$ cat src/rtl/cp0_ext.sv
// cp0_ext: coprocessor-0 for the pipelined MIPS core.
// Holds BadVAddr, Count, Compare, SR, Cause, EPC and PrID.
// Arbitrates hardware, timer and software interrupts against synchronous exceptions.
// Raises Req to the flush logic and supplies EPC for eret.
module cp0_ext #(
    parameter int          NUM_HWINT  = 6,
    parameter int          SYNC_HWINT = 1,
    parameter int          PRESCALE   = 2,
    parameter int          TIMER_EN   = 1,
    parameter logic [31:0] PRID       = 32'h4D495053,
    parameter logic [31:0] EXC_ENTRY  = 32'h00004180
) (
    input  logic                 clk,
    input  logic                 reset,
    input  logic                 WE,
    input  logic [4:0]           A1,
    input  logic [4:0]           A2,
    input  logic [31:0]          DIn,
    output logic [31:0]          DOut,
    input  logic                 BDIn,
    input  logic [31:0]          VPC,
    input  logic [31:0]          BadVAddrIn,
    input  logic [4:0]           ExcCodeIn,
    input  logic [NUM_HWINT-1:0] HWInt,
    input  logic                 EXLClr,
    output logic                 Req,
    output logic [31:0]          EPCOut,
    output logic [31:0]          HandlerPC,
    output logic                 IntPending
);
    localparam int PW = (PRESCALE > 1) ? $clog2(PRESCALE) : 1;

    localparam logic [4:0] R_BADVADDR = 5'd8;
    localparam logic [4:0] R_COUNT    = 5'd9;
    localparam logic [4:0] R_COMPARE  = 5'd11;
    localparam logic [4:0] R_SR       = 5'd12;
    localparam logic [4:0] R_CAUSE    = 5'd13;
    localparam logic [4:0] R_EPC      = 5'd14;
    localparam logic [4:0] R_PRID     = 5'd15;

    logic [31:0]          r_badvaddr;
    logic [31:0]          r_count;
    logic [31:0]          r_compare;
    logic [31:0]          r_epc;
    logic [7:0]           r_im;
    logic                 r_exl;
    logic                 r_ie;
    logic                 r_bd;
    logic [5:0]           r_ip_hw;
    logic [1:0]           r_swip;
    logic [4:0]           r_exccode;
    logic                 r_ti;
    logic [PW-1:0]        r_pre;

    logic [NUM_HWINT-1:0] w_hw;
    logic [5:0]           w_hw6;
    logic [7:0]           w_intsrc;
    logic                 w_tick;
    logic                 w_wr_count;
    logic                 w_wr_compare;
    logic                 w_wr_sr;
    logic                 w_wr_cause;
    logic                 w_wr_epc;
    logic [31:0]          w_count_nxt;
    logic [31:0]          w_sr;
    logic [31:0]          w_cause;
    logic                 w_int_pending;
    logic                 w_int_req;
    logic                 w_exc_req;
    logic                 w_req;

    generate
        if (SYNC_HWINT != 0) begin : g_sync
            logic [NUM_HWINT-1:0] r_sync1;
            logic [NUM_HWINT-1:0] r_sync2;
            // Two-flop synchroniser for the asynchronous interrupt lines.
            always_ff @(posedge clk or negedge reset) begin
                if (!reset) begin
                    r_sync1 <= '0;
                    r_sync2 <= '0;
                end else begin
                    r_sync1 <= HWInt;
                    r_sync2 <= r_sync1;
                end
            end
            assign w_hw = r_sync2;
        end else begin : g_direct
            assign w_hw = HWInt;
        end
    endgenerate

    assign w_wr_count   = WE && (A2 == R_COUNT);
    assign w_wr_compare = WE && (A2 == R_COMPARE);
    assign w_wr_sr      = WE && (A2 == R_SR);
    assign w_wr_cause   = WE && (A2 == R_CAUSE);
    assign w_wr_epc     = WE && (A2 == R_EPC);

    assign w_tick = (r_pre == PW'(PRESCALE - 1));

    // Interrupt source vector and request decode; outputs held low during reset.
    always_comb begin
        w_hw6                  = '0;
        w_hw6[NUM_HWINT-1:0]   = w_hw;
        w_intsrc      = {w_hw6[5] | r_ti, w_hw6[4:0], r_swip};
        w_int_pending = reset & (|(w_intsrc & r_im));
        w_int_req     = w_int_pending & r_ie & ~r_exl;
        w_exc_req     = reset & (ExcCodeIn != 5'd0) & ~r_exl;
        w_req         = w_int_req | w_exc_req;
    end

    // Next Count value: an mtc0 load takes precedence over the prescaled increment.
    always_comb begin
        w_count_nxt = r_count;
        if (w_wr_count) begin
            w_count_nxt = DIn;
        end else if (w_tick) begin
            w_count_nxt = r_count + 32'd1;
        end
    end

    // Prescaler and Count; loading Count restarts the prescale period.
    always_ff @(posedge clk or negedge reset) begin
        if (!reset) begin
            r_pre   <= '0;
            r_count <= '0;
        end else begin
            r_count <= w_count_nxt;
            if (w_wr_count || w_tick) begin
                r_pre <= '0;
            end else begin
                r_pre <= r_pre + 1'b1;
            end
        end
    end

    // Compare and the sticky timer interrupt; a Compare write beats a same-cycle match.
    always_ff @(posedge clk or negedge reset) begin
        if (!reset) begin
            r_compare <= '0;
            r_ti      <= 1'b0;
        end else if (w_wr_compare) begin
            r_compare <= DIn;
            r_ti      <= 1'b0;
        end else if ((TIMER_EN != 0) && (r_compare != 32'd0) && (w_count_nxt == r_compare)) begin
            r_ti      <= 1'b1;
        end
    end

    // Status register fields; exception entry beats eret, which beats an mtc0 to EXL.
    always_ff @(posedge clk or negedge reset) begin
        if (!reset) begin
            r_im  <= '0;
            r_ie  <= 1'b0;
            r_exl <= 1'b0;
        end else begin
            if (w_wr_sr) begin
                r_im <= DIn[15:8];
                r_ie <= DIn[0];
            end
            if (w_req) begin
                r_exl <= 1'b1;
            end else if (EXLClr) begin
                r_exl <= 1'b0;
            end else if (w_wr_sr) begin
                r_exl <= DIn[1];
            end
        end
    end

    // Cause: pending bits tracked every cycle, software bits only on mtc0, BD/ExcCode on entry.
    always_ff @(posedge clk or negedge reset) begin
        if (!reset) begin
            r_ip_hw   <= '0;
            r_swip    <= '0;
            r_bd      <= 1'b0;
            r_exccode <= '0;
        end else begin
            r_ip_hw <= w_intsrc[7:2];
            if (w_wr_cause) begin
                r_swip <= DIn[9:8];
            end
            if (w_req) begin
                r_bd      <= BDIn;
                r_exccode <= w_int_req ? 5'd0 : ExcCodeIn;
            end
        end
    end

    // EPC and BadVAddr capture on entry; entry overrides a same-cycle EPC write.
    always_ff @(posedge clk or negedge reset) begin
        if (!reset) begin
            r_epc      <= '0;
            r_badvaddr <= '0;
        end else if (w_req) begin
            r_epc      <= BDIn ? (VPC - 32'd4) : VPC;
            r_badvaddr <= BadVAddrIn;
        end else if (w_wr_epc) begin
            r_epc      <= DIn;
        end
    end

    assign w_sr    = {9'd0, 1'b1, 6'd0, r_im, 6'd0, r_exl, r_ie};
    assign w_cause = {r_bd, 15'd0, r_ip_hw, r_swip, 1'b0, r_exccode, 2'b00};

    // Combinational register read port.
    always_comb begin
        case (A1)
            R_BADVADDR: DOut = r_badvaddr;
            R_COUNT:    DOut = r_count;
            R_COMPARE:  DOut = r_compare;
            R_SR:       DOut = w_sr;
            R_CAUSE:    DOut = w_cause;
            R_EPC:      DOut = r_epc;
            R_PRID:     DOut = PRID;
            default:    DOut = 32'd0;
        endcase
    end

    assign Req        = w_req;
    assign IntPending = w_int_pending;
    assign EPCOut     = r_epc;
    assign HandlerPC  = EXC_ENTRY;

endmodule

$ cat config.mk
export PLATFORM = sky130hd
export DESIGN_NAME = cp0_ext
export DESIGN_NICKNAME = d
export VERILOG_FILES = /design/src/rtl/cp0_ext.sv
export SDC_FILE = /design/constraint.sdc
export NUM_CORES = 1
export LEC_CHECK = 0
export CORE_ASPECT_RATIO = 2
export CORE_MARGIN = 1
export CORE_UTILIZATION = 30
export CTS_BUF_LIST = sky130_fd_sc_hd__clkbuf_8
export CTS_CLUSTER_SIZE = 14
export DETAILED_ROUTE_END_ITERATION = 8
export HOLD_SLACK_MARGIN = 0.03
export PLACE_DENSITY = 0.56
export SYNTH_ARGS = -nofsm -noshare
export SYNTH_HDL_FRONTEND = slang
export SYNTH_SLANG_ARGS = --single-unit
$ cat constraint.sdc
create_clock -name clk -period 5.24 [get_ports clk]
set_input_delay 1.048 -clock clk [delete_from_list [all_inputs] [get_ports clk]]
set_output_delay 1.048 -clock clk [all_outputs]
set_load 0.03 [all_outputs]
==> reports/metrics.cfg <==
[critical_path]
required_ns=4.19
start_kind=input port
path_max_fanout=12
critical_path.endpoint_type=output pin
critical_path_arrival_ns=3.61
critical_path_class=in -> out
r2r_cells=8
r2r-end=r_ti
ff2ff_setup_slack_ns=1.71
r2r-start=r_count[4]

[clocking]
cts_buffers=17
cts_hold_buf=0
cts-resized-gates=0
path_clk_slew_ns=0.09
htree_levels=4
postCtsSetupBuffers=0
cts_tree=done
insertion_delay_ns=0.49
clk_path_buf_depth=2
cts_num_sinks=166
clockRootBuffer=clkbuf_8

[timing]
maxSlewHeadroom=0.292
setup_viol=0
clock_skew_ns=0.0182
rsz0062_at_grt=no
fmax_mhz=215
tns_ns=0
worst_pin_slew_ns=1.06
hold_viol_final=0
finalMaxSlewViolations=0
finalCritPeriodShare=0.889
worst_slack_ns=0.581
fin_crit_ns=4.66

[placed_design]
dp.final_hpwl_um=32300
portBuffers=187
placedCellCount=1695
gp_congestion=0.941
place_ws_ns=0.674

[yosys]
synth_flop_cell=dfrtp_1
ys_types=73
ys_top_cells_by_count=nand2_1, dfrtp_1, nor2_1
yosysWarnings=0
yosys-top-cells-area=dfrtp_1, nand2_1, mux2_2, xnor2_1, nor2_1
syn_area_sq_mm=0.00992
synth-edff-count=0
ys_seq_area_frac=0.419
synth_top_area_cell=dfrtp_1
post-synth-top-count-cell=nand2_1
synth_top_area_share=0.419
syn_inst=1122
ys_ff_latch=166
synth-async-reset-ratio=1.00
syn_avg_cell_area_sq_um=8.84

[final_layout]
stdcell_count=1731
nets=1411
multi_input_area_sq_mm=0.00532
area.growth.synth_to_final_pct=28.4
drive_gt1_frac=0.122
nFillCells=3382
seq_area_sq_mm=0.00415

[routing]
drt_iter0_drc=868
wl_per_cell_um=23.8
postRouteAntennaNets=0
wl_met2_um=22200
wl_met1_um=14300
wl_um=41200
via_count=9369
first_pass_iters=7
drt-vias-per-instance=5.41
drcViolationCount=0
topRoutingLayerUsed=met4
wl_met3_um=2040

[global_route]
grtUsageTotal=0.250
grt_pass1_vias=9218
antenna_found_initial=4
grt_max_degree=167
grt.overflow.total=0
grt_pass1_wl_um=60500

[die]
rows=93
ioPinCount=220
dieHeight_um=259
core_sq_mm=0.0323
die_area_sq_mm=0.0338
start_util=0.307
die_width_um=131

[power]
p_leak_nw=5.20
p_per_area_mw_per_mm2=399
ir_worst_vdd_mv=0.187

[run_status]
status=finished clean

[worst_hold_path]
hold_path.startpoint=g_sync.r_sync1[4]
holdCritPathClass=reg -> reg
holdPathStages=0
whs_endpoint=g_sync.r_sync2[4]

[flow_run]
maxCapViolations=0

[metal layers]
layer | GRT usage | up-vias
li1 | - | 4243
met1 | 0.273 | 4559
met2 | 0.450 | 460
met3 | 0.0344 | 107
met4 | 0.148 | 0
met5 | 0 | -
[per-stage QoR]
step           cell area [sq um]  hold slack [ns]   util  power, mW
3_5_place_dp               12400            0.335  0.382       4.16
5_1_grt                    12700            0.365  0.394       5.33
4_1_cts                    12700            0.356  0.393       5.08
2_1_floorplan              10000            0.331      -       3.25
3_3_place_gp               12400            0.334  0.382       4.14
6_report                   12700            0.354  0.394       5.08
[worst max path at each step]
stage | from | to | slack (ns) | depth (start not counted)
after floorplan | A1[1] | DOut[20] | 1.48 | 6
after global placement | A1[1] | DOut[13] | 0.78 | 7
after detailed placement | A1[1] | DOut[13] | 0.67 | 7
after CTS | A1[1] | DOut[13] | 0.65 | 7
after global routing | A1[1] | DOut[11] | 0.53 | 7
final | A1[1] | DOut[8] | 0.58 | 7
[state kept, by name, indices dropped and copies added, names as in the netlist]
signal,count
EPCOut,32
g_sync.r_sync1,6
g_sync.r_sync2,6
r_badvaddr,32
r_bd,1
r_compare,32
r_count,32
r_exccode,5
r_exl,1
r_ie,1
r_im,8
r_ip_hw,6
r_pre,1
r_swip,2
r_ti,1
[cell usage in the layout, fill, tap and decap left out, types with 5 or more instances in the layout]
cell / n
a21oi_1: 31
a222oi_1: 16
a22oi_1: 35
a31oi_1: 32
and3_1: 6
buf_12: 21
buf_4: 27
clkbuf_8: 17
clkdlybuf4s50_1: 163
conb_1: 32
dfrtp_1: 166
diode_2: 5
inv_1: 23
inv_6: 6
mux2_2: 47
nand2_1: 237
nand2b_1: 9
nand3_1: 30
nand4_1: 20
nor2_1: 78
nor3_1: 21
nor3_2: 5
nor4_1: 25
o21ai_0: 52
or3_1: 11
xnor2_1: 51
xor2_1: 33
[where the power goes]
part	internal (mW)	total (mW)	switching (mW)	leakage [nW]
Clock	0.386	0.919	0.534	0.182
Combinational	0.834	1.90	1.07	3.06
Sequential	1.66	2.26	0.605	1.96
[logic make-up after synthesis]
logic type,Yosys count,synth area share
buffers and inverters,119,0.0590
other,2,0.000757
muxes,49,0.0554
and+or+nand+nor,493,0.243
DFF,166,0.419
adders and majority gates,2,0.00252
xor gates and xnor gates,88,0.0832
AOI/OAI and AO/OA,203,0.137
[worst max-delay path, stage by stage]
cell             delay, ns
clkdlybuf4s50_1       0.70
inv_1                 0.26
nand2_1               0.12
nor2_1                0.83
a222oi_1              0.31
nand2_1               0.20
buf_12                0.13
[final cells by class]
cell class,instances,share of cell area
multi-input cells,867,0.417
flip-flops and latches,166,0.326
repair buffers,212,0.178
well taps,427,0.0419
clock buffers,17,0.0184
clock inverters,14,0.0109
inverters,23,0.00678
diodes,5,0.000982
No activity file was read; power rests on OpenSTA's default activity.
